==> src/rtl/rr_arb.sv <==
`default_nettype none
// ============================================================================
//  Module   : rr_arb
//  Purpose  : Round-robin arbiter producing a one-hot grant (plus its binary
//             index) for a downstream AND-OR mux. The grant is combinational
//             from the request vector, frozen while un-acked, and optionally
//             locked across multi-beat transfers. A registered priority
//             pointer rotates past each completed winner.
//  Revision : 1.0 - initial release
// ============================================================================
module rr_arb #(
  parameter int N     = 4,
  parameter int W_ENC = (N > 1) ? $clog2(N) : 1
) (
  input  logic             clk,
  input  logic             arst_n,
  input  logic [N-1:0]     i_req,
  input  logic             i_lock,
  input  logic             i_ack,
  output logic             o_valid,
  output logic [N-1:0]     o_gnt,
  output logic [W_ENC-1:0] o_gnt_enc
);

  // Hold state: set while a grant is waiting for ack or locked for more beats.
  logic             held_q;
  logic             held_d;
  logic [N-1:0]     held_gnt_q;
  logic [N-1:0]     held_gnt_d;

  // Combinational arbitration results shared by every configuration.
  logic [N-1:0]     w_gnt;
  logic [W_ENC-1:0] w_enc;
  logic             w_valid;

  // A grant exists whenever something is held or anyone is requesting.
  assign w_valid = held_q | (|i_req);

  // One-hot to binary; OR-ing indices is exact because w_gnt is one-hot or 0.
  always_comb begin
    w_enc = '0;
    for (int i = 0; i < N; i++) begin
      if (w_gnt[i]) begin
        w_enc = w_enc | W_ENC'(i);
      end
    end
  end

  // Next hold state: freeze the grant until acked, keep it while locked.
  always_comb begin
    held_d     = held_q;
    held_gnt_d = held_gnt_q;
    if (w_valid) begin
      if (!i_ack || i_lock) begin
        held_d     = 1'b1;
        held_gnt_d = w_gnt;
      end else begin
        held_d     = 1'b0;
      end
    end
  end

  // Hold registers; asynchronous reset discards any hold or lock at once.
  always_ff @(posedge clk or negedge arst_n) begin
    if (!arst_n) begin
      held_q     <= 1'b0;
      held_gnt_q <= '0;
    end else begin
      held_q     <= held_d;
      held_gnt_q <= held_gnt_d;
    end
  end

  generate
    if (N == 1) begin : g_single
      // Single requester: no pointer, the grant is the request or the hold.
      always_comb begin
        w_gnt = i_req | ({N{held_q}} & held_gnt_q);
      end
    end else begin : g_multi
      logic [W_ENC-1:0] ptr_q;
      logic [W_ENC-1:0] ptr_d;
      logic [31:0]      w_ptr_ext;
      logic [N-1:0]     w_mask;
      logic [N-1:0]     w_req_hi;
      logic [N-1:0]     w_pick_hi;
      logic [N-1:0]     w_pick_lo;

      assign w_ptr_ext = 32'(ptr_q);

      // Thermometer mask selecting indices at or above the priority pointer.
      always_comb begin
        w_mask = '0;
        for (int i = 0; i < N; i++) begin
          w_mask[i] = (32'(i) >= w_ptr_ext);
        end
      end

      // Wrap-around scan: lowest set bit at/above ptr, else lowest set bit
      // overall. Isolating the lowest set bit keeps this a single carry chain.
      assign w_req_hi  = i_req & w_mask;
      assign w_pick_hi = w_req_hi & (~w_req_hi + N'(1));
      assign w_pick_lo = i_req & (~i_req + N'(1));

      // Held grant wins over fresh arbitration so nothing can preempt it.
      always_comb begin
        if (held_q) begin
          w_gnt = held_gnt_q;
        end else if (|w_req_hi) begin
          w_gnt = w_pick_hi;
        end else begin
          w_gnt = w_pick_lo;
        end
      end

      // Rotate priority one past the winner when its final beat is acked.
      always_comb begin
        ptr_d = ptr_q;
        if (w_valid && i_ack && !i_lock) begin
          if (32'(w_enc) == 32'(N - 1)) begin
            ptr_d = '0;
          end else begin
            ptr_d = w_enc + W_ENC'(1);
          end
        end
      end

      // Priority pointer register.
      always_ff @(posedge clk or negedge arst_n) begin
        if (!arst_n) begin
          ptr_q <= '0;
        end else begin
          ptr_q <= ptr_d;
        end
      end
    end
  endgenerate

  assign o_valid   = w_valid;
  assign o_gnt     = w_gnt;
  assign o_gnt_enc = w_enc;

endmodule
`default_nettype wire

==> config.mk <==
export PLATFORM = sky130hd
export DESIGN_NAME = rr_arb
export DESIGN_NICKNAME = d
export VERILOG_FILES = /design/src/rtl/rr_arb.sv
export SDC_FILE = /design/constraint.sdc
export NUM_CORES = 1
export LEC_CHECK = 0
export CORE_AREA = 3 3 40 42
export CTS_BUF_LIST = sky130_fd_sc_hd__clkbuf_16
export DETAILED_ROUTE_END_ITERATION = 10
export DIE_AREA = 0 0 43 45
export HOLD_SLACK_MARGIN = 0.02
export PLACE_DENSITY = 0.68
export SLEW_MARGIN = 20
export SYNTH_ARGS = -nofsm -noshare
export SYNTH_HDL_FRONTEND = slang
export SYNTH_SLANG_ARGS = --single-unit
==> constraint.sdc <==
create_clock -name clk -period 1.6 [get_ports clk]
set_input_delay 0.4 -clock clk [delete_from_list [all_inputs] [get_ports clk]]
set_output_delay 0.4 -clock clk [all_outputs]
set_load 0.01 [all_outputs]
# [After elaboration in Yosys (flattened, before gate mapping)]
# Cells that the tools add are included.
[classes] n_mux=7 reduce_logical=8 eq_ne=1 bitwise_logic=6 order_cmp=4 add_sub_neg=3
[op_table] operator="bitwise AND 4 bit" count=3
[op_table] operator="adder 4 x 1 -> 4 bit, second input constant" count=2
[op_table] operator="two-way mux 4 bit" count=2
[op_table] operator="inverter 4 bit" count=2
[op_table] operator="OR reduction 4 bit" count=2
[op_table] operator="two-way mux 2 bit" count=3
[op_table] operator=">= comparator 1 x 2 -> 1 bit, first input constant" count=2
[op_table] operator=">= comparator 2 bit, first input constant" count=2
[op_table] operator="adder 2 x 1 -> 2 bit, second input constant" count=1
[op_table] operator="== test 2 bit, second input constant" count=1
[op_table] operator="logical AND 1 bit" count=2
[op_table] operator="logical NOT 1 bit" count=2
[op_table] operator="two-way mux 1 bit" count=2
[op_table] operator="AND reduction 2 bit" count=1
[op_table] operator="logical OR 1 bit" count=1
[op_table] operator="bitwise OR 1 bit" count=1
[totals] regBits=7 output_inout_bits=7 input_bits=8 word_cells=32

# [Logic depth before layout (Yosys ltp)]
# Gate-level depths: netlist (run 1).
[logic_depth] depth_word=12 depth_mapped=5 depth_no_buf=4

# [Worst setup path after synthesis (run 1)]
# No wires, ideal clock.
[synth_path] path_kind="input to output" from="input port i_req[0]" to="output port o_gnt_enc[1]" t_arrival_ns=1.389 path_slack_ns=-0.189 cell_stages=4 cell_sequence="o311ai_0 > a21oi_1 > nor3_1 > or2_2"
[synth_via] elab_chain_len=8 word_cells_on_any_way=12 classes_between="2 x add/sub; 4 x mux; 5 x bitwise; 1 x reduce/logical"
[synth_lines] item="start, declared" line="17" rtl="input logic [N-1:0] i_req,"
[synth_lines] item="bitwise AND 4 bit" line="101" rtl="assign w_req_hi = i_req & w_mask;"
[synth_lines] item="inverter 4 bit" line="102" rtl="assign w_pick_hi = w_req_hi & (~w_req_hi + N'(1));"
[synth_lines] item="adder 4 x 1 -> 4 bit" line="102"
[synth_lines] item="bitwise AND 4 bit" line="102"
[synth_lines] item="two-way mux 4 bit (*)" line="109" rtl="end else if (|w_req_hi) begin"
[synth_lines] item="two-way mux 4 bit (*)" line="107" rtl="if (held_q) begin"
[synth_lines] item="named net o_gnt[2]" line="21" rtl="output logic [N-1:0] o_gnt,"
[synth_lines] item="two-way mux 2 bit (*) (2 in series)" line="43" rtl="if (w_gnt[i]) begin"
[synth_lines] item="end, declared" line="22" rtl="output logic [W_ENC-1:0] o_gnt_enc"
# The timed path passes the listed nets; every way through them passes the cells marked *.

# [Final worst setup path (run 1)]
[layout_path] from="register g_multi.ptr_q[1]" to="output port o_gnt_enc[1]"
[layout_via] elab_chain_len=9 word_cells_on_any_way=13 classes_between="1 x add/sub; 4 x order compare; 4 x mux; 3 x bitwise; 1 x reduce/logical"
[layout_lines] item="start, declared" line="81" rtl="logic [W_ENC-1:0] ptr_q;"
[layout_lines] item="start signal, assigned" line="133" rtl="ptr_q <= ptr_d;"
[layout_lines] item=">= comparator 1 x 2 -> 1 bit or >= comparator 2 bit (tied branches)" line="95" rtl="w_mask[i] = (32'(i) >= w_ptr_ext);"
[layout_lines] item="bitwise AND 4 bit (*)" line="101"
[layout_lines] item="inverter 4 bit" line="102"
[layout_lines] item="adder 4 x 1 -> 4 bit" line="102"
[layout_lines] item="bitwise AND 4 bit" line="102"
[layout_lines] item="two-way mux 4 bit (*)" line="109"
[layout_lines] item="two-way mux 4 bit (*)" line="107"
[layout_lines] item="two-way mux 2 bit" line="43"
[layout_lines] item="two-way mux 2 bit (*)" line="43"
# Every way passes the cells marked *; elsewhere a longest branch is shown, timed or not.

==> metrics.csv, run 1 <==
stage,metric,value,unit
status,status,"finished, violations left",
status,violations,setup timing,
detailed_routing,dr_total_vias,613,
logic_synthesis,yosys-top-cells-area,"dfrtp_1 36%, mux2_1 4.6%, nand2_1 4.6%, a21oi_1 4.1%, o21ai_0 4.1%",
pwr,clockPowerShare,0.290,
pwr,p_leak,0.5327,nW
detailed_routing,routed_wl,1.745,mm
global_route,grt_pass1_wl,2.608,mm
min_path,hp-class,in -> async,
die,initial_core_util,0.3797,
logic_synthesis,synth_most_common_cell,dfrtp_1,
logic_synthesis,ys_warn_count,0,
logic_synthesis,synth_top_cell_area_share,0.3590,
die,dieArea,1935,µm²
global_route,track_usage,0.1849,
worst_setup_path,critPathRequiredTime,1.20,ns
logic_synthesis,syn_avg_cell_area,9.036,µm²
worst_setup_path,rrSetupSlack,-0.06,ns
clocking,cts_sinks,7,
detailed_routing,routedWlPerCell,14.79,µm
clocking,numCtsBuffers,3,
clocking,clk_pin_slew_worst_paths,0.04,ns
cells_and_area,n_antenna_cell,0,
logic_synthesis,synthTopCellsByCount,"7 x dfrtp_1, 6 x nand2_1, 4 x a21oi_1, 4 x o21ai_0",
timing,setup_slack,-0.3647,ns
logic_synthesis,synth_top_cell_by_area,dfrtp_1,
timing,slew_headroom,0.7960,
pwr,total_power,1.442,mW
worst_setup_path,cp-start-kind,flip-flop,
run,drv_cap,0,
place,placed_area,838.3,µm²
timing,setup_tns,-1.872,ns
cells_and_area,fill_cells,70,
timing,final.period_utilization,1.228,
cells_and_area,area_growth,127.2,%
pwr,p_sw,0.4450,mW
detailed_routing,drt_pass1_iterations,4,
logic_synthesis,ys_types,25,
place,io_buffers,14,
detailed_routing,drt_iter0_markers,8,
global_route,grt_max_degree,8,
clocking,cts_tree,built,
cells_and_area,drive_above_1_share,0.6990,
global_route,first_global_vias,606,
timing,rsz0062_at_grt,yes,
clocking,htreeDepth,1,
logic_synthesis,ys_ff_latch,7,
worst_setup_path,ff2ff_path_depth,9,
die,row_count,13,
logic_synthesis,ys_async_sr_fraction,1.000,
worst_setup_path,r2r_start,g_multi.ptr_q[1],
pwr,pwr_density_cell,1301,nW/µm²
logic_synthesis,synth_enable_flop_cells,0,
pwr,p_int,0.9970,mW
logic_synthesis,synthFlopType,dfrtp_1,
cells_and_area,fin_nets,112,
die,die_w,43,µm
clocking,root_buffer,clkbuf_16,
die,die_h,45,µm
cells_and_area,fin_area,1109,µm²
global_route,overflow,0,
place,hpwl,1.005,mm
worst_setup_path,end_kind,output port,
logic_synthesis,synthCells,54,
worst_setup_path,reg2reg_to,held_gnt_q[1],
logic_synthesis,yosysSeqAreaShare,0.3590,
pwr,seq_power_share,0.206,
worst_setup_path,critPathKind,reg -> out,
timing,fin_skew,0.0008003,ns
clocking,clk_latency,0.23,ns
logic_synthesis,synth_fp_nets,62,
detailed_routing,antenna_left,0,
worst_setup_path,startpoint,g_multi.ptr_q[1],
pwr,power_frac_comb,0.504,
die,core_area,1285,µm²
worst_setup_path,cp.arrival,1.56,ns
timing,fmax,0.5090,GHz
timing,slew_viol_final,0,
die,ios,15,
timing,final.min_clock_period,1.965,ns
clocking,cts_buffer_depth,2,
detailed_routing,vias_per_cell,5.195,
pwr,swShare,0.3086,
timing,worst_pin_slew,0.3050,ns
global_route,antenna_found_initial,0,
pwr,irDropWorstVdd,1008,µV
cells_and_area,postLayoutCoreUtil,0.8627,
place,gp_congestion,0.8320,
timing,finalSetupViolations,10,
timing,hold_violations,0,
worst_setup_path,crit_fanout,7,
detailed_routing,drc,0,
logic_synthesis,synth_area,488.0,µm²
==> critical path, cell delays in order, from the launching register on <==
cell and delay, ns:
dfrtp_2 0.45, buf_4 0.16, o21ai_4 0.15, o31ai_4 0.10
buf_4 0.14, or2_4 0.22, buf_6 0.12
==> layout make-up <==
type | instances | area [µm²] | area share
multi-input combinational | 41 | 426.7 | 0.3849
clock buffer | 3 | 75.07 | 0.06772
inverter | 4 | 15.01 | 0.01354
clock inverter | 1 | 3.754 | 0.003386
sequential | 7 | 177.7 | 0.1603
timing repair buffer | 47 | 391.6 | 0.3533
tap | 15 | 18.77 | 0.01693
==> cell usage in the layout (no fill, tap or decap), types with 2 or more instances in the layout <==
cell             instances
buf_6                    6
clkdlybuf4s50_1          3
inv_1                    4
o21ai_0                  2
a21oi_1                  2
dfrtp_1                  5
mux2_4                   3
dfrtp_2                  2
nor2b_1                  2
nand2b_4                 2
nand2_1                  5
clkbuf_16                3
nor2_1                   2
o41ai_2                  2
buf_8                    2
buf_4                   32
or2_4                    2
buf_2                    3
==> flip-flops by register name, summed over array words and instances, names as in the netlist <==
signal,count
g_multi.ptr_q,2
held_q,1
held_gnt_q,4
==> worst max-delay path by stage <==
stage / to / slack [ns] / depth (start not counted)
after CTS: o_gnt_enc[1] / -0.36 / 6
after global placement: o_gnt_enc[0] / -1.08 / 7
after global routing: o_gnt_enc[1] / -0.40 / 6
after detailed placement: o_gnt_enc[1] / -1.08 / 6
final: o_gnt_enc[1] / -0.36 / 6
after floorplan: o_gnt_enc[1] / -0.02 / 4
==> through the flow <==
stage	hold WS, ns	std cells	worst slack, ns
floorplan	0.1044	54	-0.02022
global placement	0.4742	102	-1.080
detailed placement	0.4746	102	-1.083
CTS	0.4343	116	-0.3609
global route	0.4481	118	-0.3979
finish	0.4264	118	-0.3647
==> metal layers <==
| layer | track usage | wire [µm] | share of wire |
|---|---|---|---|
| met1 | 0.2302 | 743 | 0.43 |
| met2 | 0.2874 | 882 | 0.51 |
| met3 | 0.02390 | 60 | 0.034 |
| met4 | 0.1506 | 58 | 0.033 |
| met5 | 0 | 0 | 0 |
==> repair_timing <==
item,CTS,global route
pin swaps,12,4
hold buffers,0,0
gates resized for setup,66,9
setup buffers,10,2
endpoints found under the setup margin,14,13
==> power by group through the flow <==
stage	sequential (mW)	combinational [mW]	clock [mW]
after floorplan	0.257	0.289	0
after global placement	0.287	0.528	0
after detailed placement	0.288	0.535	0
after CTS	0.291	0.653	0.421
after global routing	0.301	0.772	0.437
final	0.297	0.727	0.418
==> cells by family (layout without fill, tap and decap cells) <==
logic type | Yosys count | count (layout) | share of synthesized area
AOI/OAI and AO/OA | 20 | 20 | 0.3205
buffers and inverters | 6 | 55 | 0.05127
DFF | 7 | 7 | 0.3590
muxes | 3 | 3 | 0.07691
and+or+nand+nor | 18 | 18 | 0.1923
(Power assumes the default switching activity.)
==> inputs of run 2 (changes only) <==
DONT_BUFFER_PORTS = 1   (was unset)
PLACE_DENSITY = 0.58   (was 0.68)
clock period = 1.8 ns   (was 1.6 ns; I/O delays follow)
==> run 2 against run 1 <==
The run still ends with setup timing left; via count is 28% lower; count of clock-buffer cells in the layout did not move; die area unchanged; final area decreased by 36%; sequential power down 16%; sequential share of layout area is 9.2 points higher; critical path depth down 2; register-to-register slack improved by 0.37 ns; final cell count is 31% lower; wire length decreased by 35%; critical path type unchanged.
==> metrics.csv, run 2 (synthesized netlist as in run 1, its figures left out) <==
stage,metric,value,unit
status,status,"finished, violations left",
status,violations,setup timing,
clocking,htreeDepth,1,
detailed_routing,dr_total_vias,442,
run,drv_cap,0,
worst_setup_path,critPathRequiredTime,1.35,ns
timing,setup_slack,-0.01486,ns
cells_and_area,multiInputGateArea,325.3,µm²
die,core_area,1285,µm²
cells_and_area,area_growth,44.36,%
timing,final.period_utilization,1.008,
global_route,track_usage,0.1335,
clocking,cts_buffer_depth,2,
worst_setup_path,path_cells,buf_4 > nand2_1 > o31ai_4 > or2_4,
clocking,clk_latency,0.23,ns
global_route,grt_pass1_wl,1.925,mm
cells_and_area,fill_cells,113,
detailed_routing,vias_per_cell,5.390,
worst_setup_path,rrSetupSlack,0.31,ns
cells_and_area,drive_above_1_share,0.4030,
cells_and_area,fin_nets,76,
timing,hold_violations,0,
worst_setup_path,r2r_start,g_multi.ptr_q[0],
cells_and_area,sequential_cell_area,177.7,µm²
cells_and_area,largest_reg_flops,4,
place,placed_area,546.8,µm²
worst_setup_path,endpoint,o_gnt_enc[1],
die,die_h,45,µm
worst_setup_path,cpPeakStageDelay,0.43,ns
cells_and_area,top_register,held_gnt_q,
min_path,hp-class,in -> reg,
clocking,cts_sinks,7,
die,die_w,43,µm
timing,worst_pin_slew,0.3827,ns
timing,finalSetupViolations,2,
cells_and_area,n_antenna_cell,0,
pwr,irDropWorstVdd,691.7,µV
detailed_routing,drc,0,
die,dieArea,1935,µm²
detailed_routing,drt_iter0_markers,11,
clocking,numCtsBuffers,3,
detailed_routing,routed_wl,1.139,mm
place,gp_congestion,0.8426,
detailed_routing,antenna_left,0,
cells_and_area,final_common_cell,buf_4,
cells_and_area,fin_area,704.4,µm²
timing,fin_skew,0.0008591,ns
place,pre_cts_ws,0.04619,ns
worst_setup_path,reg2reg_to,g_multi.ptr_q[1],
timing,final.min_clock_period,1.815,ns
worst_setup_path,ff2ff_path_depth,5,
place,io_buffers,0,
worst_setup_path,cp-start-kind,flip-flop,
pwr,pwr_density_cell,1364,nW/µm²
timing,rsz0062_at_grt,yes,
worst_setup_path,end_kind,output port,
die,ios,15,
worst_setup_path,critPathKind,reg -> out,
detailed_routing,routedWlPerCell,13.89,µm
global_route,overflow,0,
timing,slew_headroom,0.7383,
global_route,antenna_found_initial,0,
die,row_count,13,
worst_setup_path,cp.arrival,1.36,ns
detailed_routing,drt_pass1_iterations,3,
clocking,cts_tree,built,
timing,holdWs,0.4128,ns
timing,fmax,0.5510,GHz
global_route,first_global_vias,440,
pwr,p_leak,0.3123,nW
die,initial_core_util,0.3797,
worst_setup_path,cpMaxStageDelayCell,dfrtp_1,
clocking,clk_pin_slew_worst_paths,0.03,ns
cells_and_area,top_regs,"held_gnt_q x4, g_multi.ptr_q x2, held_q x1",
global_route,grt_max_degree,9,
clocking,root_buffer,clkbuf_16,
worst_setup_path,crit_fanout,8,
pwr,total_power,0.9606,mW
timing,slew_viol_final,0,
worst_setup_path,startpoint,held_q,
cells_and_area,mostFrequentLayoutCells,"9 x buf_4, 6 x nand2_1, 5 x dfrtp_1",
==> run 2: changes by cell type in the layout (fill, tap and decap cells not counted), sizes merged <==
cell and delta:
buf -33, clkdlybuf4s50 -3, dlygate4sd2 -1, dlygate4sd3 +1
==> run 2: metal layers <==
metal  wire, µm  GRT usage
met3         53    0.03586
met2        531     0.1976
met5          0          0
met4          0    0.05422
met1        554     0.1852
==> run 2: repair_timing <==
action | CTS | global route
setup endpoints to repair | 5 | 5
setup buffers | 3 | 1
gates cloned | 0 | 0
pin swaps | 3 | 1
hold endpoints to repair | 7 | 0
resized for setup | 7 | 4
hold buffers | 1 | 0
==> run 2: worst max-delay path: cells and delay by family, from the launching register on <==
| family | cells | cell delay [ns] |
|---|---|---|
| buffers and inverters | 1 | 0.20 |
| AO/OA/AOI/OAI | 1 | 0.11 |
| flip-flops | 1 | 0.43 |
| AND/OR/NAND/NOR | 2 | 0.40 |
==> run 2: per-stage QoR <==
step                TNS (ns)    util  std cells
floorplan                  0       -         54
global placement           0  0.4255         73
detailed placement         0  0.4255         73
CTS                 -0.07722  0.5278         81
global route         -0.2818  0.5482         82
finish              -0.02032  0.5482         82
==> run 2: where the power goes <==
part,leakage (nW),switching [mW],internal (mW)
Sequential,0.0839,0.0444,0.205
Combinational,0.186,0.155,0.193
Clock,0.0423,0.0753,0.288
==> run 2: area by class of cell <==
type,count,share of cell area
clock buffers,3,0.1066
clock inverters,1,0.005329
inverters,4,0.02131
multi-input cells,41,0.4618
flip-flops and latches,7,0.2522
well taps,15,0.02664
repair buffers,11,0.1261
==> run 2: worst min-delay path by stage <==
stage / start / to / slack [ns] / cells after the start
3_5_place_dp: arst_n / held_q / 0.15 / 0
6_report: i_req[0] / held_gnt_q[0] / 0.41 / 2
2_1_floorplan: arst_n / g_multi.ptr_q[0] / 0.15 / 0
4_1_cts: i_req[0] / held_gnt_q[0] / 0.39 / 2
5_1_grt: i_req[0] / held_gnt_q[0] / 0.44 / 2
3_3_place_gp: arst_n / held_gnt_q[2] / 0.15 / 0
==> inputs of run 3 (changes only) <==
CORE_AREA = unset   (was 3 3 40 42)
CORE_MARGIN = 3   (was unset)
CORE_UTILIZATION = 35   (was unset)
DIE_AREA = unset   (was 0 0 43 45)
GPL_TIMING_DRIVEN = 0   (was unset)
PLACE_DENSITY = 0.56   (was 0.58)
TNS_END_PERCENT = 1   (was unset)
==> run 3 against run 2 <==
The run still ends with setup timing left; sequential cell count unchanged; total power shrank 3.8%; clock skew rose by 0.0020 ns; global-route usage fell by 0.90 points; maximum frequency is 3.4% lower; sequential share of layout area increased by 1.1 points; non-clock buffer count decreased by 7; register-to-register slack worse by 0.04 ns; clock power about the same; first-iteration DRC count is 36% lower; sequential power about the same; critical path type unchanged; highest routed layer is now met4.
==> metrics.csv, run 3 (synthesized netlist as in run 1, its figures left out) <==
stage,metric,value,unit
status,status,"finished, violations left",
status,violations,setup timing,
die,ios,15,
timing,slew_headroom,0.7107,
timing,setup_slack,-0.07880,ns
pwr,power_frac_comb,0.332,
clocking,clk_pin_slew_worst_paths,0.03,ns
pwr,p_sw,0.2795,mW
min_path,hp-class,in -> reg,
worst_setup_path,cpMaxStageDelayCell,dfrtp_1,
timing,final.min_clock_period,1.879,ns
detailed_routing,routed_wl,1.083,mm
worst_setup_path,startpoint,held_q,
clocking,htreeDepth,1,
clocking,cts_tree,built,
timing,slew_viol_final,0,
timing,holdWs,0.4533,ns
cells_and_area,fin_cells,74,
pwr,p_int,0.6447,mW
cells_and_area,mostFrequentLayoutCells,"5 x nand2_1, 5 x dfrtp_1, 4 x inv_1",
die,core_area,1201,µm²
global_route,grt_max_degree,11,
worst_setup_path,critPathKind,reg -> out,
clocking,cts_buffer_depth,2,
die,die_w,43.34,µm
cells_and_area,fin_nets,69,
detailed_routing,drc,0,
detailed_routing,drt_pass1_iterations,4,
detailed_routing,antenna_left,0,
cells_and_area,top_regs,"held_gnt_q x4, g_multi.ptr_q x2, held_q x1",
place,dp.cells,68,
min_path,hold_start,i_req[0],
cells_and_area,largest_reg_flops,4,
die,initial_core_util,0.4063,
detailed_routing,vias_per_cell,5.851,
worst_setup_path,cpPeakStageDelay,0.41,ns
worst_setup_path,cp.arrival,1.43,ns
worst_setup_path,critPathRequiredTime,1.35,ns
worst_setup_path,path_cells,buf_6 > o31ai_4 > or2_4,
worst_setup_path,crit_fanout,10,
global_route,track_usage,0.1245,
timing,worst_pin_slew,0.4231,ns
global_route,first_global_vias,406,
pwr,irDropWorstVdd,989.9,µV
cells_and_area,area_growth,38.46,%
place,hpwl,801.2,µm
worst_setup_path,end_kind,output port,
detailed_routing,drt_iter0_markers,7,
place,gp_congestion,0.7624,
clocking,root_buffer,clkbuf_16,
die,row_count,12,
pwr,p_leak,0.2807,nW
timing,fin_skew,0.002814,ns
timing,hold_violations,0,
die,dieArea,1878,µm²
detailed_routing,routedWlPerCell,14.64,µm
timing,final.period_utilization,1.044,
global_route,grt_pass1_wl,1.849,mm
cells_and_area,top_register,held_gnt_q,
timing,fmax,0.5323,GHz
detailed_routing,dr_total_vias,433,
clocking,numCtsBuffers,3,
die,die_h,43.34,µm
cells_and_area,fin_area,675.6,µm²
worst_setup_path,r2r_start,g_multi.ptr_q[1],
timing,finalSetupViolations,2,
timing,rsz0062_at_grt,yes,
cells_and_area,drive_above_1_share,0.3667,
pwr,pwr_density_cell,1368,nW/µm²
timing,setup_tns,-0.1572,ns
pwr,swShare,0.3024,
pwr,seq_power_share,0.274,
place,placed_area,510.5,µm²
place,io_buffers,0,
global_route,overflow,0,
clocking,cts_sinks,7,
cells_and_area,n_antenna_cell,0,
global_route,antenna_found_initial,0,
worst_setup_path,cp-start-kind,flip-flop,
pwr,clockPowerShare,0.394,
run,drv_cap,0,
clocking,clk_latency,0.23,ns
[run 3: timing repair]
action	CTS	global route
hold endpoints to repair	7	0
hold buffers	1	0
endpoints found under the setup margin	4	4
cloned	0	0
gates resized for setup	12	5
setup buffers	2	0
pin swaps	6	1
[run 3: worst paths after layout]
kind / endpoint / slack [ns] / depth (start not counted)
setup / recovery: o_gnt_enc[0] / -0.08 / 3
hold / removal: held_gnt_q[0] / 0.45 / 2
setup reg to reg: g_multi.ptr_q[1] / 0.27 / 4
hold reg to reg: held_gnt_q[3] / 0.49 / 1
max in group asynchronous: g_multi.ptr_q[0] / 0.99 / 1
min in group asynchronous: held_gnt_q[2] / 0.55 / 1
[run 3: cell type report]
class | count | area, µm²
tap | 14 | 17.52
fill | 116 | 525.5
inverter | 4 | 15.01
timing repair buffer | 3 | 25.02
buffer | 1 | 11.26
multi-input combinational | 41 | 350.3
sequential | 7 | 177.7
clock inverter | 1 | 3.754
clock buffer | 3 | 75.07
[run 3: power by group through the flow]
stage                     sequential, mW  clock [mW]  combinational, mW
after global routing               0.263       0.382              0.338
after detailed placement           0.231           0              0.247
after floorplan                    0.223           0              0.214
after global placement             0.232           0              0.246
final                              0.253       0.364              0.307
after CTS                          0.251       0.370              0.283
[run 3: routing by layer]
layer	vias up	global-route usage	part of all wire
met5	-	0	0
met4	0	0.05422	0.013
met2	14	0.1917	0.46
li1	211	-	-
met1	206	0.1735	0.46
met3	2	0.01660	0.063
[run 3: per-stage QoR]
step | setup slack (ns) | utilization | total power [mW]
floorplan | 0.04452 | - | 0.4363
global placement | -0.08284 | 0.4250 | 0.4782
detailed placement | -0.07581 | 0.4250 | 0.4787
CTS | -0.1205 | 0.5375 | 0.9042
global route | -0.1330 | 0.5625 | 0.9842
finish | -0.07880 | 0.5625 | 0.9241
[run 3: critical path: cells and delay by family, from the launching register on]
| family | cells | cell delay [ns] |
|---|---|---|
| flip-flops | 1 | 0.41 |
| AO/OA/AOI/OAI | 1 | 0.41 |
| AND/OR/NAND/NOR | 1 | 0.21 |
| buffers and inverters | 1 | 0.17 |
==> patch, RTL diff (settings of run 2) <==
Make the reset (`arst_n`) synchronous in 2 clocked blocks. Comments in the files are not updated.
--- a/src/rtl/rr_arb.sv
+++ b/src/rtl/rr_arb.sv
@@ -63,3 +63,3 @@
   // Hold registers; asynchronous reset discards any hold or lock at once.
-  always_ff @(posedge clk or negedge arst_n) begin
+  always_ff @(posedge clk) begin
     if (!arst_n) begin
@@ -128,3 +128,3 @@
       // Priority pointer register.
-      always_ff @(posedge clk or negedge arst_n) begin
+      always_ff @(posedge clk) begin
         if (!arst_n) begin
Check against the original RTL: differs if arst_n is asserted again (counterexample within 4 cycles, from zero or initial values and one cycle with arst_n low); with arst_n held inactive, the same outputs for 10 cycles.
==> patch against run 2 <==
The flow still finishes with violations (setup timing); register-to-register slack better by 0.12 ns; highest routed layer unchanged; worst hold slack lost 0.036 ns; sequential cell count unchanged; critical endpoint unchanged; critical path type unchanged; wire length is 1.3% higher; final area down 8.0%; count of clock-buffer cells in the layout is the same; area after synthesis is 1.5% higher; setup slack improved by 0.011 ns; non-clock buffer count is 6 lower; via count is 0.45% higher.
Power is not compared: it rests on default switching activity, and its combinational part moved more than twofold at a synthesized area within 25%.
==> patch: results (changes against run 2) <==
Power and ir drop
  • Leak: 0.0002539 µW
  • Total Power: 678.3 µW
  • Maximum VDD drop: 623.0 µV

STA
  • Final setup viols: 1 (-1)
  • Post-route setup slack: -0.003392 ns (+0.01147 ns)
  • Skew final: 0.005950 ns (+0.005091 ns)
  • Slew @ Worst Pin: 0.2824 ns (-0.1003 ns)

Routing
  • DR pass1 iterations: 4 (+1)
  • Wirelength per Cell: 13.74 µm (-1.1%)
  • Vias: 444 (+0.45%)
  • Drt via density: 5.286 (-1.9%)
  • Drt initial violations: 3 (-8)

Synthesis
  • Top FF cell, synth: dfxtp_1
  • Synth area leaders: dfxtp_1, a21oi_1, nor2_1, nand2_1, o31ai_4
  • Cells after Synth: 62 (+15%)
  • Asr flop ratio synth: 0 (-1.000)
  • Synth cell types: 28 (+12%)
  • Top post-synthesis cells by count: dfxtp_1, nor2_1, a21oi_1, nand2_1, nand3_1
  • Net Count, Synth: 70 (+13%)
  • Sequential area share after synthesis: 0.2828 (-0.07615)
  • Synthesis Warnings: 0 (unchanged)

Placed design
  • GPL Wtd Cong: 0.7891 (-6.3%)
  • Port Buf Inserts: 0 (unchanged)
  • Pre-CTS setup slack: 0.07872 ns (+0.03253 ns)
  • Dpl cells: 79 (+8.2%)
  • Post-DP HPWL: 870.8 µm

GRT
  • GR met2 Demand/Resource: 0.2216 (+0.02395)
  • GRT Total Usage: 0.1366 (+0.003052)
  • First-pass GRT wire length: 1945 µm (+1.0%)
  • Initial antenna violation count: 0 (unchanged)
  • Largest net degree at the start of global routing: 10 (+1)
  • GRT met1 Usage: 0.1518 (-0.03338)
  • GR Layer Usage met3: 0.06375 (+0.02789)
  • Number of global-route vias before repair: 463 (+5.2%)

Critical path
  • Critical Path AT: 1.35 ns
  • Largest stage delay, worst path: 0.36 ns (-0.07 ns)
  • Worst path slowest cell: dfxtp_4
  • CP Max Fanout: 8 (unchanged)

Status
  • Failing checks: setup timing
  • Status: complete, but fails checks

Clocking
  • Clock Root Buffer: clkbuf_16
  • CTS clk-pin slew, worst paths: 0.04 ns
  • Max clock buf depth: 2 (unchanged)
  • Worst-skew pair later-pin latency: 0.23 ns (about the same)
  • CTS Buf Count: 3 (unchanged)

Final layout
  • Fill count: 130 (+15%)
  • Final nets: 78 (+2.6%)
  • Diodes inserted: 0 (unchanged)
  • Layout cells sized above 1: 0.3623 (-0.04067)

Hold path
  • Hold Path Class: in2reg
-- patch: changes by cell type after synthesis, moves of 4 or more --
cell,run 2,this run
dfrtp_1,7,0
dfxtp_1,0,7
nand3_1,0,4
nor2_1,3,7
-- patch: what timing repair did --
item / CTS / global route
endpoints found under the setup margin: 5 / 5
gates resized for setup: 7 / 4
pin swaps: 2 / 2
setup buffers: 0 / 1
hold buffers: 0 / 0
-- patch: where the power goes --
| part | switching [µW] | total (µW) | internal [µW] |
|---|---|---|---|
| Sequential | 16.1 | 184 | 168 |
| Combinational | 61.0 | 119 | 57.7 |
| Clock | 86.1 | 375 | 289 |
| Total | 163 | 678 | 515 |
-- patch: cells by family (layout without fill, tap and decap cells) --
family,count (synthesis),in the layout,synth area share
XOR/XNOR,1,1,0.01768
multiplexers,2,2,0.04293
AO/OA/AOI/OAI,15,15,0.2475
buffers and inverters,5,12,0.05554
AND/OR/NAND/NOR,32,32,0.3536
flip-flops,7,7,0.2828
-- patch: worst paths after layout --
check,from,to,slack (ns),depth (start not counted)
max reg2reg,g_multi.ptr_q[0]$_SDFFE_PN0P_,g_multi.ptr_q[1]$_SDFFE_PN0P_,0.43,6
max,g_multi.ptr_q[1]$_SDFFE_PN0P_,o_gnt_enc[1],-0.003,4
min,arst_n,g_multi.ptr_q[1]$_SDFFE_PN0P_,0.38,2
min reg2reg,held_gnt_q[1]$_SDFFE_PN0P_,held_gnt_q[1]$_SDFFE_PN0P_,0.45,2
-- patch: per-layer routing --
layer  vias up  part of all wire  wire [µm]
li1        231                 -          -
met1       205              0.45        518
met2         8              0.49        571
met3         0             0.055         63
met4         0                 0          0
met5         -                 0          0
-- patch: cell type report --
type | instances | area share
multi-input combinational | 50 | 0.5483
clock buffer | 3 | 0.1158
inverter | 3 | 0.01737
sequential | 7 | 0.2259
tap | 15 | 0.02896
clock inverter | 1 | 0.005792
timing repair buffer | 5 | 0.05792
-- patch: worst max-delay path: cells and delay by family (launching register included) --
kind	cells	cell delay [ns]
DFF	1	0.36
AOI/OAI and AO/OA	2	0.26
and+or+nand+nor	2	0.50
-- patch: stage by stage --
| stage | area (µm²) | setup TNS, ns |
|---|---|---|
| floorplan | 495.5 | 0 |
| global placement | 528.0 | 0 |
| detailed placement | 528.0 | 0 |
| CTS | 626.9 | -0.007058 |
| global route | 648.1 | -0.08356 |
| finish | 648.1 | -0.003392 |
